<file path="config.mk">
export PLATFORM = sky130hd
export DESIGN_NAME = alu_op_sequencer
export DESIGN_NICKNAME = d
export VERILOG_FILES = /design/src/rtl/alu_op_sequencer_pkg.sv /design/src/rtl/alu_op_sequencer.sv
export SDC_FILE = /design/constraint.sdc
export NUM_CORES = 1
export LEC_CHECK = 0
export CORE_MARGIN = 5
export CORE_UTILIZATION = 55
export CTS_BUF_LIST = sky130_fd_sc_hd__clkbuf_8
export DETAILED_ROUTE_END_ITERATION = 16
export GPL_TIMING_DRIVEN = 0
export PLACE_DENSITY = 0.88
export SLEW_MARGIN = 10
export SYNTH_ARGS = -nofsm -noshare
export SYNTH_HDL_FRONTEND = slang
export SYNTH_SLANG_ARGS = --single-unit
</file>
<file path="constraint.sdc">
create_clock -name clk -period 2.09 [get_ports clk]
set_input_delay 0.418 -clock clk [delete_from_list [all_inputs] [get_ports clk]]
set_output_delay 0.418 -clock clk [all_outputs]
set_load 0.03 [all_outputs]
</file>
<file path="src/rtl/alu_op_sequencer_pkg.sv">
// Shared definitions for the ALU op sequencer: op codes, ALU selects, FSM states.
package alu_op_sequencer_pkg;

  typedef enum logic [1:0] {
    OP_ADD16 = 2'b00,
    OP_SUB16 = 2'b01,
    OP_MUL8  = 2'b10,
    OP_XOR16 = 2'b11
  } op_e;

  typedef enum logic [2:0] {
    ST_IDLE,
    ST_LO,
    ST_HI,
    ST_MUL,
    ST_DONE
  } state_e;

  localparam logic [2:0] SEL_PASS = 3'b000;
  localparam logic [2:0] SEL_ADD  = 3'b001;
  localparam logic [2:0] SEL_SUB  = 3'b010;
  localparam logic [2:0] SEL_XOR  = 3'b101;

  // ALU select used for both byte halves of ADD/SUB/XOR
  function automatic logic [2:0] op_sel(input op_e op);
    case (op)
      OP_ADD16: op_sel = SEL_ADD;
      OP_SUB16: op_sel = SEL_SUB;
      OP_XOR16: op_sel = SEL_XOR;
      default:  op_sel = SEL_PASS;
    endcase
  endfunction

endpackage

</file>
<file path="src/rtl/alu_op_sequencer.sv">
// Multi-cycle controller time-sharing an external combinational DW-bit ALU to run
// 2*DW-bit ADD/SUB/XOR (two byte passes) and DWxDW unsigned shift-add MUL.
module alu_op_sequencer
  import alu_op_sequencer_pkg::*;
#(
  parameter int unsigned DW = 8
) (
  input  logic            clk,
  input  logic            rst_n,
  input  logic            start,
  input  logic [1:0]      op,
  input  logic [2*DW-1:0] a_in,
  input  logic [2*DW-1:0] b_in,
  output logic            busy,
  output logic            done,
  output logic [2*DW-1:0] result,
  output logic            carry,
  output logic            zero,
  output logic [DW-1:0]   alu_a,
  output logic [DW-1:0]   alu_b,
  output logic [2:0]      alu_s,
  output logic            alu_cin,
  input  logic [DW-1:0]   alu_g,
  input  logic            alu_cout
);

  localparam int unsigned CW = (DW > 1) ? $clog2(DW) : 1;

  state_e            state_q,  state_d;
  op_e               op_q,     op_d;
  logic [2*DW-1:0]   a_q,      a_d;
  logic [2*DW-1:0]   b_q,      b_d;
  logic [2*DW-1:0]   p_q,      p_d;
  logic [CW-1:0]     cnt_q,    cnt_d;
  logic [2*DW-1:0]   result_q, result_d;
  logic              carry_q,  carry_d;
  logic              zero_q,   zero_d;

  assign result = result_q;
  assign carry  = carry_q;
  assign zero   = zero_q;

  // Next-state, datapath updates and ALU drive for the current state
  always_comb begin
    state_d  = state_q;
    op_d     = op_q;
    a_d      = a_q;
    b_d      = b_q;
    p_d      = p_q;
    cnt_d    = cnt_q;
    result_d = result_q;
    carry_d  = carry_q;
    zero_d   = zero_q;
    busy     = 1'b0;
    done     = 1'b0;
    alu_a    = '0;
    alu_b    = '0;
    alu_s    = SEL_PASS;
    alu_cin  = 1'b0;

    case (state_q)
      ST_LO: begin
        busy     = 1'b1;
        alu_a    = a_q[DW-1:0];
        alu_b    = b_q[DW-1:0];
        alu_s    = op_sel(op_q);
        alu_cin  = (op_q == OP_SUB16);
        result_d[DW-1:0] = alu_g;
        carry_d  = alu_cout;
        state_d  = ST_HI;
      end
      ST_HI: begin
        busy     = 1'b1;
        alu_a    = a_q[2*DW-1:DW];
        alu_b    = b_q[2*DW-1:DW];
        alu_s    = op_sel(op_q);
        alu_cin  = (op_q == OP_XOR16) ? 1'b0 : carry_q;
        result_d[2*DW-1:DW] = alu_g;
        carry_d  = (op_q == OP_XOR16) ? 1'b0 : alu_cout;
        zero_d   = ({alu_g, result_q[DW-1:0]} == '0);
        state_d  = ST_DONE;
      end
      ST_MUL: begin
        busy     = 1'b1;
        alu_a    = p_q[2*DW-1:DW];
        alu_b    = a_q[DW-1:0];
        alu_s    = p_q[0] ? SEL_ADD : SEL_PASS;
        p_d      = {alu_cout, alu_g, p_q[DW-1:1]};
        cnt_d    = cnt_q + CW'(1);
        if (cnt_q == CW'(DW - 1)) begin
          result_d = p_d;
          carry_d  = 1'b0;
          zero_d   = (p_d == '0);
          state_d  = ST_DONE;
        end
      end
      ST_DONE: begin
        done    = 1'b1;
        state_d = ST_IDLE;
      end
      default: begin
        state_d = ST_IDLE;
      end
    endcase

    // Accept overrides the IDLE/DONE exit so a start in DONE runs back-to-back
    if (start && (state_q == ST_IDLE || state_q == ST_DONE)) begin
      op_d = op_e'(op);
      a_d  = a_in;
      b_d  = b_in;
      if (op_e'(op) == OP_MUL8) begin
        p_d     = {{DW{1'b0}}, b_in[DW-1:0]};
        cnt_d   = '0;
        state_d = ST_MUL;
      end else begin
        state_d = ST_LO;
      end
    end
  end

  // State and datapath registers with synchronous active-low reset
  always_ff @(posedge clk) begin
    if (!rst_n) begin
      state_q  <= ST_IDLE;
      op_q     <= OP_ADD16;
      a_q      <= '0;
      b_q      <= '0;
      p_q      <= '0;
      cnt_q    <= '0;
      result_q <= '0;
      carry_q  <= 1'b0;
      zero_q   <= 1'b0;
    end else begin
      state_q  <= state_d;
      op_q     <= op_d;
      a_q      <= a_d;
      b_q      <= b_d;
      p_q      <= p_d;
      cnt_q    <= cnt_d;
      result_q <= result_d;
      carry_q  <= carry_d;
      zero_q   <= zero_d;
    end
  end

endmodule

</file>
## After elaboration in Yosys (flattened, before gate mapping)

Cells that the tools add are included.

| storage, ports and cells | value |
|---|---|
| register bits | 74 |
| input bits | 46 |
| output and inout port bits | 40 |
| word-level logic and storage cells | 62 |

| cells by class | value |
|---|---|
| $add $sub $neg | 1 |
| equality and inequality tests | 10 |
| mux-type cells | 27 |
| reduce and logical (&&, ||, !) cells | 14 |

Operators by type and width:

| kind | count |
|---|---|
| $mux 16 | 4 |
| $pmux 8 s3 | 2 |
| $logic_not 16->1 | 2 |
| $pmux 8 s2 | 2 |
| $pmux 3 s3 | 2 |
| $mux 3 | 5 |
| $mux 1 | 7 |
| $eq 3x2->1 const B | 2 |
| $eq 3x3->1 const B | 2 |
| $pmux 3 s2 | 1 |
| $reduce_and 2->1 | 3 |
| $eq 2x2->1 const B | 2 |
| $pmux 1 s2 | 2 |
| $reduce_bool 2->1 | 2 |
| $add 3x1->3 const B | 1 |
| $eq 3x1->1 const B | 1 |
| $logic_not 3->1 | 1 |
| $ne 3x3->1 const B | 1 |
| $pmux 1 s3 | 1 |
| $reduce_bool 3->1 | 1 |
| $reduce_or 3->1 | 1 |
| $eq 2x1->1 const B | 1 |
| $logic_not 2->1 | 1 |
| $mux 2 | 1 |
| other kinds (4) | 4 |

## Longest topological paths before layout

Gate-level depths: netlist (run 1).

| depth | value |
|---|---|
| word-level depth | 4 |
| gate-level depth with buffers | 7 |
| mapped depth without buffers | 6 |

## Worst setup path before layout (run 1)

Ideal clock, no wire load.

| timing | value |
|---|---|
| kind | reg2out |
| start point | reg state_q[0] |
| end point | out alu_s[0] |
| arrival time | 1.511 ns |
| data required time | 1.672 ns |
| path slack | 0.161 ns |
| stages on the path, launching flop included | 6 |
| path buffers | 2 |
| path through | dfxtp_1 -> buf_4 -> nor2b_1 -> clkbuf_1 -> o21ai_0 -> a21oi_1 |

| between the ends | value |
|---|---|
| word-level cells in the longest chain between the ends | 3 |
| elaborated cells on any way between the ends | 5 |
| classes of those cells | eq/ne: 3; mux: 1; reduce/logical: 1 |

RTL lines:

| what | line | source |
|---|---|---|
| from (decl) | alu_op_sequencer.sv:29 | `state_e state_q, state_d;` |
| from (signal assigned) | alu_op_sequencer.sv:134 | `state_q <= state_d;` |
| $eq 3x2->1 / $eq 3x1->1 (equally long branches) | alu_op_sequencer.sv:61 | `case (state_q)` |
| $reduce_or 2->1 (no line) | n/a |  |
| $pmux 3 s2 * | alu_op_sequencer.sv:61 |  |
| to (decl) | alu_op_sequencer.sv:21 | `output logic [2:0] alu_s,` |

Every way passes the cells marked *; elsewhere a longest branch is shown, timed or not.

## Worst setup path in the final report (run 1)

| timing | value |
|---|---|
| start point | reg state_q[1] |
| end point | out alu_a[2] |

| between the ends | value |
|---|---|
| word-level cells in the longest chain between the ends | 2 |
| elaborated cells on any way between the ends | 4 |
| classes of those cells | eq/ne: 3; mux: 1 |

RTL lines:

| what | line | source |
|---|---|---|
| $eq 3x2->1 / $eq 3x1->1 (equally long branches) | alu_op_sequencer.sv:61 |  |
| $pmux 8 s3 * | alu_op_sequencer.sv:61 |  |
| to (decl) | alu_op_sequencer.sv:19 | `output logic [DW-1:0] alu_a,` |

Marked as above.

==> qor.yml, run 1 <==
status:
  outcome: "finished with violations"
  violations: "negative setup slack"
worst_setup_path:
  critical_path_class: "register to primary output"
  required_ns: 1.67
  cp_data_arrival_time_ns: 1.74
  critPathBufInv: 3
  path_max_fanout: 7
  worstPathCellList: "buf_6 > buf_8 > mux2_2 > a22oi_1 > nor2_1 > buf_2"
  rr_worst_depth: 8
  cp_num_cells: 6
  end_kind: "primary output"
  crit_slowest_cell: "mux2_2"
  setup.worst_path.start_class: "register"
  critPathTopFamily: "buffers and inverters"
  critPathMaxStageDelay_ns: 0.35
yosys:
  ys_ff_latch: 74
  synthFlopType: "dfxtp_1"
  synth_area_sq_um: 3390
  syn_nets: 461
  yosysSeqAreaShare: 0.437
  synth_top_area_share: 0.437
  syn-instance-count: 410
  yosys_warnings: 0
  synth_edf_count: 0
  synth_top_cells_by_count: "115 x nand2_1, 74 x dfxtp_1, 35 x a21boi_0, 25 x a31oi_1, 25 x o21ai_0"
  yosysMostFrequentCell: "nand2_1"
  synth_top_area_cell: "dfxtp_1"
  synth_area_leaders: "dfxtp_1 44%, nand2_1 13%, a21boi_0 7.8%"
  syn_avg_cell_area_sq_um: 8.26
  async_reset_ff_frac: 0
  synth_cell_types: 38
routing:
  wl_met3_mm: 1.04
  postRouteAntennaNets: 0
  met1Wirelength_mm: 4.42
  top_layer_used: "met4"
  dr.first_iter.drc_count: 344
  firstDrtPassIters: 5
  wl_per_cell_microns: 19.6
  via_count: 3628
  drt_wl_total_mm: 11.7
  vias_per_cell: 6.10
  wl_met2_mm: 5.67
  drc_errors: 0
floorplan:
  dieArea_sq_um: 7830
  die_y_microns: 88.5
  fp.dieW_microns: 88.5
  initial_utilization: 0.569
  core_sq_um: 5960
  num_rows: 28
  ios: 86
timing:
  drv_slew: 0
  slew_headroom: 0.632
  fmax_mhz: 462
  period_share: 1.03
  tightest_slew_ns: 0.552
  fin_crit_ns: 2.16
  rsz0062_at_grt: "yes"
  finalWorstSetupSlack_ns: -0.0726
  finalHoldViolations: 0
  fin_tns_setup_ns: -0.361
  finalSetupViolations: 14
  fin_skew_ns: 0.00925
clock_network:
  htree_levels: 3
  root_buffer: "clkbuf_8"
  cts_hold_buffers: 0
  cts_buffer_depth: 2
  path_clk_slew_ns: 0.08
  cts_tree: "built"
  clock_latency_ns: 0.36
  clock-sinks: 74
  cts_inserted_buffers: 9
placement:
  dp_cells: 569
  gp_congestion: 0.904
  dpl.hpwl_mm: 7.73
  portBuffers: 84
  dp_slack_ns: -0.416
final_layout:
  final_cell_count_no_fill: 595
  synthToLayoutAreaGrowth_pct: 39.3
  antennaDiodeCount: 0
  drive_gt1_frac: 0.194
  nets: 566
grt:
  grt_pass1_wl_mm: 17.5
  antenna_found_initial: 0
  track_usage: 0.299
  grt_max_degree: 14
  grt_overflow: 0
  grt_pass1_vias: 3529
flow_run:
  maxCapViolCount: 0
min_path:
  holdCritPathClass: "register to register"
  hold_path_depth: 2
power:
  ir_drop_uv: 549
  totalPowerFinal_uw: 3610
  powerDensity_nw_per_um2: 764
  leakage_uw: 0.00189
-- logic make-up after synthesis --
kind of cell	after synthesis	synth area share
AOI/OAI and AO/OA	122	0.236
xor gates and xnor gates	1	0.00259
adders and majority gates	5	0.0185
buffers and inverters	34	0.0510
DFF	74	0.437
muxes	16	0.0532
and+or+nand+nor	158	0.202
-- through the flow --
stage	area, sq um	hold slack, ns	utilization
6_report	4720	0.468	0.793
2_1_floorplan	3390	0.432	-
5_1_grt	4720	0.489	0.793
3_3_place_gp	4320	0.446	0.726
4_1_cts	4700	0.470	0.790
3_5_place_dp	4320	0.459	0.726
-- state kept, by name (all words and copies together) (netlist names) --
signal	count
a_q	16
b_q	16
p_q	16
result	16
cnt_q	3
state_q	3
op_q	2
carry	1
zero	1
-- final cells by class --
type                    instances  area [sq um]
clock inverters                 7           116
multi-input cells             302          1790
repair buffers                 94           882
clock buffers                   9           124
well taps                      75          93.8
plain buffers                  31           220
inverters                       3          11.3
fillers                       409          1230
flip-flops and latches         74          1480
-- what timing repair did --
item | 4_1_cts | 5_1_grt
buffers inserted | 5 | 3
gates cloned | 2 | 0
resized for setup | 110 | 56
setup endpoints to repair | 22 | 22
pin swaps | 3 | 5
-- power breakdown --
part | internal [uW] | switching, uW
logic | 315 | 375
clock network | 793 | 570
registers | 1490 | 62.3
total | 2600 | 1010
-- metal layers --
metal | up-vias | track usage
li1 | 1635 | -
met1 | 1710 | 0.361
met2 | 224 | 0.498
met3 | 59 | 0.0559
met4 | 0 | 0.173
met5 | - | 0
-- worst register-to-register path: stages (launching register included) --
cell and delay [ns]:
dfxtp_2 0.33, buf_6 0.14, buf_4 0.14, buf_4 0.13, nor3b_4 0.48, nand3b_4 0.25, nand2_1 0.15, buf_4 0.19
a21oi_1 0.06
-- placed cells by master, fill, tap and decap left out, types with 3 or more instances in the layout --
cell	instances
buf_8	4
a22oi_1	11
and2_1	4
mux2_2	10
nor4_1	6
clkbuf_8	10
clkbuf_4	3
dfxtp_1	72
a31oi_1	25
nor2_1	20
a22oi_2	5
clkbuf_1	9
bufinv_16	3
buf_4	24
a21oi_1	11
ha_1	5
nand2_1	115
a21boi_0	35
inv_1	3
mux2_4	6
clkdlybuf4s50_1	62
buf_2	16
o21ai_0	25
-- path summary, 6_finish.rpt --
check / end / slack, ns / startpoint
hold / removal: b_q[12] / 0.47 / b_q[12]
hold reg to reg: b_q[12] / 0.47 / b_q[12]
setup reg to reg: p_q[15] / 0.11 / state_q[1]
setup / recovery: alu_a[2] / -0.07 / state_q[1]
No activity file was read; power rests on OpenSTA's default activity.
==> run 2, diff against run 1 <==
--- a/config.mk
+++ b/config.mk
@@ -6,4 +6,5 @@
 export NUM_CORES = 1
 export LEC_CHECK = 0
+export CORE_ASPECT_RATIO = 1.4
 export CORE_MARGIN = 5
 export CORE_UTILIZATION = 55
==> constraint.sdc (replaced) <==
create_clock -name clk -period 2.09 [get_ports clk]
set_input_delay 0.3135 -clock clk [delete_from_list [all_inputs] [get_ports clk]]
set_output_delay 0.3135 -clock clk [all_outputs]
set_load 0.03 [all_outputs]
==> run 2 against run 1 <==
The run now ends clean. Flip-flop and latch count unchanged. Worst setup slack improved by 0.11 ns. Clock power decreased by 20%. Largest power group unchanged.
==> qor.yml, run 2 (synthesis gave the netlist of run 1 again) <==
power:
  powerDensity_nw_per_um2: 725
  ir_drop_uv: 497
  leakage_uw: 0.00179
routing:
  via_count: 3292
  drt_wl_total_mm: 10.1
  vias_per_cell: 5.68
  firstDrtPassIters: 6
  drc_errors: 0
  dr.first_iter.drc_count: 263
  wl_per_cell_microns: 17.5
  postRouteAntennaNets: 0
placement:
  dp_slack_ns: -0.245
  dpl.hpwl_mm: 7.68
  gp_congestion: 0.887
  portBuffers: 84
grt:
  antenna_found_initial: 0
  grt_max_degree: 14
  track_usage: 0.263
  grt_overflow: 0
  grt_pass1_wl_mm: 16.5
  grt_pass1_vias: 3403
final_layout:
  antennaDiodeCount: 0
  nets: 556
  final_common_cell: "nand2_1"
  drive_gt1_frac: 0.157
  seq_area_sq_um: 1480
  multiInputGateArea_sq_um: 1740
  mostFrequentLayoutCells: "115 x nand2_1, 74 x dfxtp_1, 62 x clkdlybuf4s50_1"
  n_fill_cell: 449
  synthToLayoutAreaGrowth_pct: 32.4
min_path:
  min-delay-start: "rst_n"
  holdCritPathClass: "primary input to register"
clock_network:
  path_clk_slew_ns: 0.08
  cts_buffer_depth: 2
  clock_latency_ns: 0.35
  cts_inserted_buffers: 9
  root_buffer: "clkbuf_8"
  cts_tree: "built"
  cts_setup_buffers: 0
  clock-sinks: 74
  htree_levels: 3
timing:
  fin_tns_setup_ns: 0
  rsz0062_at_grt: "yes"
  drv_slew: 0
  fmax_mhz: 488
  slew_headroom: 0.683
  fin_skew_ns: 0.00501
  hold_ws_ns: 0.387
  finalHoldViolations: 0
  tightest_slew_ns: 0.475
  finalSetupViolations: 0
  fin_crit_ns: 2.05
  finalWorstSetupSlack_ns: 0.0396
  period_share: 0.981
floorplan:
  initial_utilization: 0.570
  die_y_microns: 103
  core_sq_um: 5950
  dieArea_sq_um: 7850
  ios: 86
  num_rows: 33
  fp.dieW_microns: 76.3
worst_setup_path:
  critPathMaxStageDelay_ns: 0.34
  critical_path_class: "register to primary output"
  cp_data_arrival_time_ns: 1.74
  end_kind: "primary output"
  crit_path_start: "state_q[1]"
  worstPathCellList: "buf_6 > buf_8 > mux2_2 > a22oi_1 > nor2_1 > clkbuf_4"
  crit_slowest_cell: "mux2_2"
  setup.worst_path.start_class: "register"
  required_ns: 1.78
  path_max_fanout: 10
  reg2reg_from: "cnt_q[0]"
flow_run:
  maxCapViolCount: 0
status:
  outcome: "completed"
run 2: worst paths after layout:
| kind | to | slack [ns] | depth (start not counted) |
|---|---|---|---|
| min reg2reg | cnt_q[1] | 0.47 | 2 |
| max | alu_a[2] | 0.04 | 6 |
| min | state_q[0] | 0.39 | 2 |
| max reg2reg | result[11] | 0.33 | 6 |
run 2: critical path: cells and delay by family, from the launching register on:
kind / cells / cell delay [ns]
muxes: 1 / 0.34
DFF: 1 / 0.33
AOI/OAI and AO/OA: 1 / 0.16
buffers and inverters: 3 / 0.46
and+or+nand+nor: 1 / 0.08
run 2: area by class of cell:
class / count / share of cell area
clock buffer: 9 / 0.0276
sequential: 74 / 0.330
clock inverter: 7 / 0.0156
inverter: 3 / 0.00251
tap: 70 / 0.0195
buffer: 31 / 0.0457
multi-input combinational: 302 / 0.388
timing repair buffer: 84 / 0.170
run 2: what timing repair did:
| item | in CTS | in global routing |
|---|---|---|
| resized for setup | 85 | 35 |
| pin swaps | 0 | 0 |
| setup endpoints to repair | 21 | 20 |
| hold buffers | 0 | 0 |
run 2: power breakdown:
group,internal [uW],switching (uW)
Combinational,277,338
Sequential,1490,60.9
Clock,546,540
run 2: stage by stage:
step | util | total power, uW | instance area (sq um) | cells
after floorplan | - | 1920 | 3390 | 410
after global placement | 0.726 | 2180 | 4320 | 564
after detailed placement | 0.726 | 2190 | 4320 | 564
after CTS | 0.758 | 3250 | 4510 | 580
after global routing | 0.754 | 3380 | 4490 | 580
final | 0.754 | 3250 | 4490 | 580
run 2: layer usage:
metal	part of all wire	routed length, microns	track usage
met5	0	0	0
met4	0.036	365	0.137
met3	0.051	518	0.0481
met2	0.52	5220	0.480
met1	0.40	4030	0.292
==> run 3, diff against run 2 <==
Settings changed: CORE_MARGIN 5 to default.
==> run 3 against run 2 <==
The flow now finishes with violations (negative setup slack). Wire length is 5.5% higher. Via count up 7.9%. First-iteration DRC count rose by 22%. Die area fell by 17%. Worst hold slack worse by 0.040 ns. Register-to-register slack got worse by 0.02 ns. Clock-buffer cell count grew 2. Sequential power is essentially flat. Fmax decreased by 2.6%. Worst setup slack got worse by 0.054 ns. Largest power group unchanged.
==> qor.yml, run 3 (synthesis gave the netlist of run 1 again) <==
timing:
  finalWorstSetupSlack_ns: -0.0144
  slew_headroom: 0.667
  drv_slew: 0
  fin_skew_ns: 0.00596
  fin_crit_ns: 2.10
  finalSetupViolations: 1
  finalHoldViolations: 0
  fmax_mhz: 475
  period_share: 1.01
  tightest_slew_ns: 0.499
worst_setup_path:
  critPathBufInv: 3
  critPathTopFamily: "buffers and inverters"
  end_kind: "primary output"
  critPathMaxStageDelay_ns: 0.34
  reg2reg_from: "cnt_q[0]"
  crit_path_start: "state_q[1]"
  crit_slowest_cell: "dfxtp_2"
  setup.worst_path.start_class: "register"
  critical_path_class: "register to primary output"
  required_ns: 1.78
  worstPathCellList: "buf_6 > nor2b_1 > buf_4 > o21ai_0 > a21oi_1 > clkbuf_4"
  path_max_fanout: 10
  cp_data_arrival_time_ns: 1.79
placement:
  dp_cells: 564
  dp_slack_ns: -0.247
  dpl.hpwl_mm: 7.22
  portBuffers: 84
  gp_congestion: 0.888
  postPlaceCellArea_sq_um: 4320
clock_network:
  cts_tree: "built"
  path_clk_slew_ns: 0.07
  htree_levels: 3
  cts_inserted_buffers: 9
  root_buffer: "clkbuf_8"
  cts_buffer_depth: 2
  clock_latency_ns: 0.36
  clock-sinks: 74
routing:
  vias_per_cell: 6.07
  via_count: 3551
  drt_wl_total_mm: 10.7
  wl_per_cell_microns: 18.3
  drc_errors: 0
  postRouteAntennaNets: 0
  firstDrtPassIters: 5
  dr.first_iter.drc_count: 320
floorplan:
  die_y_microns: 94.9
  initial_utilization: 0.574
  core_sq_um: 5900
  ios: 86
  num_rows: 33
  fp.dieW_microns: 68.3
  dieArea_sq_um: 6480
final_layout:
  final_common_cell: "nand2_1"
  drive_gt1_frac: 0.175
  mostFrequentLayoutCells: "115 x nand2_1, 73 x dfxtp_1, 62 x clkdlybuf4s50_1"
  nets: 562
  antennaDiodeCount: 0
  final_util: 0.782
  synthToLayoutAreaGrowth_pct: 36.3
  final_cell_count_no_fill: 585
  postLayoutCellArea_sq_um: 4620
power:
  seqPwrFrac: 0.433
  combPwrFrac: 0.179
  powerDensity_nw_per_um2: 779
  switching_share: 0.267
  ir_drop_uv: 475
  p_sw_uw: 960
  totalPowerFinal_uw: 3600
  p_int_uw: 2640
  leakage_uw: 0.00185
  pwr-share-clk: 0.387
grt:
  grt_max_degree: 13
  grt_overflow: 0
  grt_pass1_vias: 3451
  grt_pass1_wl_mm: 16.3
  antenna_found_initial: 0
  track_usage: 0.344
status:
  violations: "negative setup slack"
  outcome: "finished with violations"
min_path:
  holdCritPathClass: "primary input to register"
  min-delay-start: "rst_n"
flow_run:
  maxCapViolCount: 0
[run 3: power groups by stage]
stage	logic (uW)	registers [uW]	clock network [uW]
floorplan	307	1610	0
global placement	589	1580	0
detailed placement	602	1580	0
CTS	602	1550	1390
global route	688	1560	1460
finish	645	1560	1390
[run 3: timing repair]
item	4_1_cts	5_1_grt
hold buffers	0	0
buffers inserted	0	5
gates resized for setup	102	28
cloned	0	1
setup endpoints to repair	21	20
[run 3: stage by stage]
| stage | hold slack (ns) | TNS (ns) |
|---|---|---|
| after floorplan | 0.432 | 0 |
| after global placement | 0.445 | -2.75 |
| after detailed placement | 0.452 | -3.12 |
| after CTS | 0.346 | 0 |
| after global routing | 0.367 | -0.219 |
| final | 0.347 | -0.0144 |
[run 3: cell type report]
| class | instances | area [sq um] |
|---|---|---|
| clock buffer | 11 | 151 |
| clock inverter | 4 | 98.8 |
| fill | 407 | 1290 |
| timing repair buffer | 90 | 811 |
| multi-input combinational | 302 | 1770 |
| sequential | 74 | 1480 |
| inverter | 3 | 11.3 |
| tap | 70 | 87.6 |
| buffer | 31 | 208 |
[run 3: worst reg2reg max path, delay by kind of cell, from the launching register on]
family | cells | cell delay (ns)
buffers and inverters | 2 | 0.41
DFF | 1 | 0.37
adders and majority gates | 2 | 0.38
AOI/OAI and AO/OA | 2 | 0.49
[run 3: per-layer routing]
layer | up-vias | global-route usage | part of all wire | routed length (microns)
met3 | 53 | 0.0966 | 0.072 | 769
li1 | 1625 | - | - | -
met1 | 1659 | 0.380 | 0.37 | 3980
met4 | 0 | 0.201 | 0.047 | 498
met5 | - | 0 | 0 | 0
met2 | 214 | 0.571 | 0.51 | 5450
[run 3: final timing paths]
| path | slack, ns | end | depth (start not counted) |
|---|---|---|---|
| setup reg to reg | 0.31 | result[14] | 6 |
| hold reg to reg | 0.47 | cnt_q[1] | 2 |
| hold / removal | 0.35 | state_q[0] | 2 |
| setup / recovery | -0.01 | alu_s[0] | 6 |
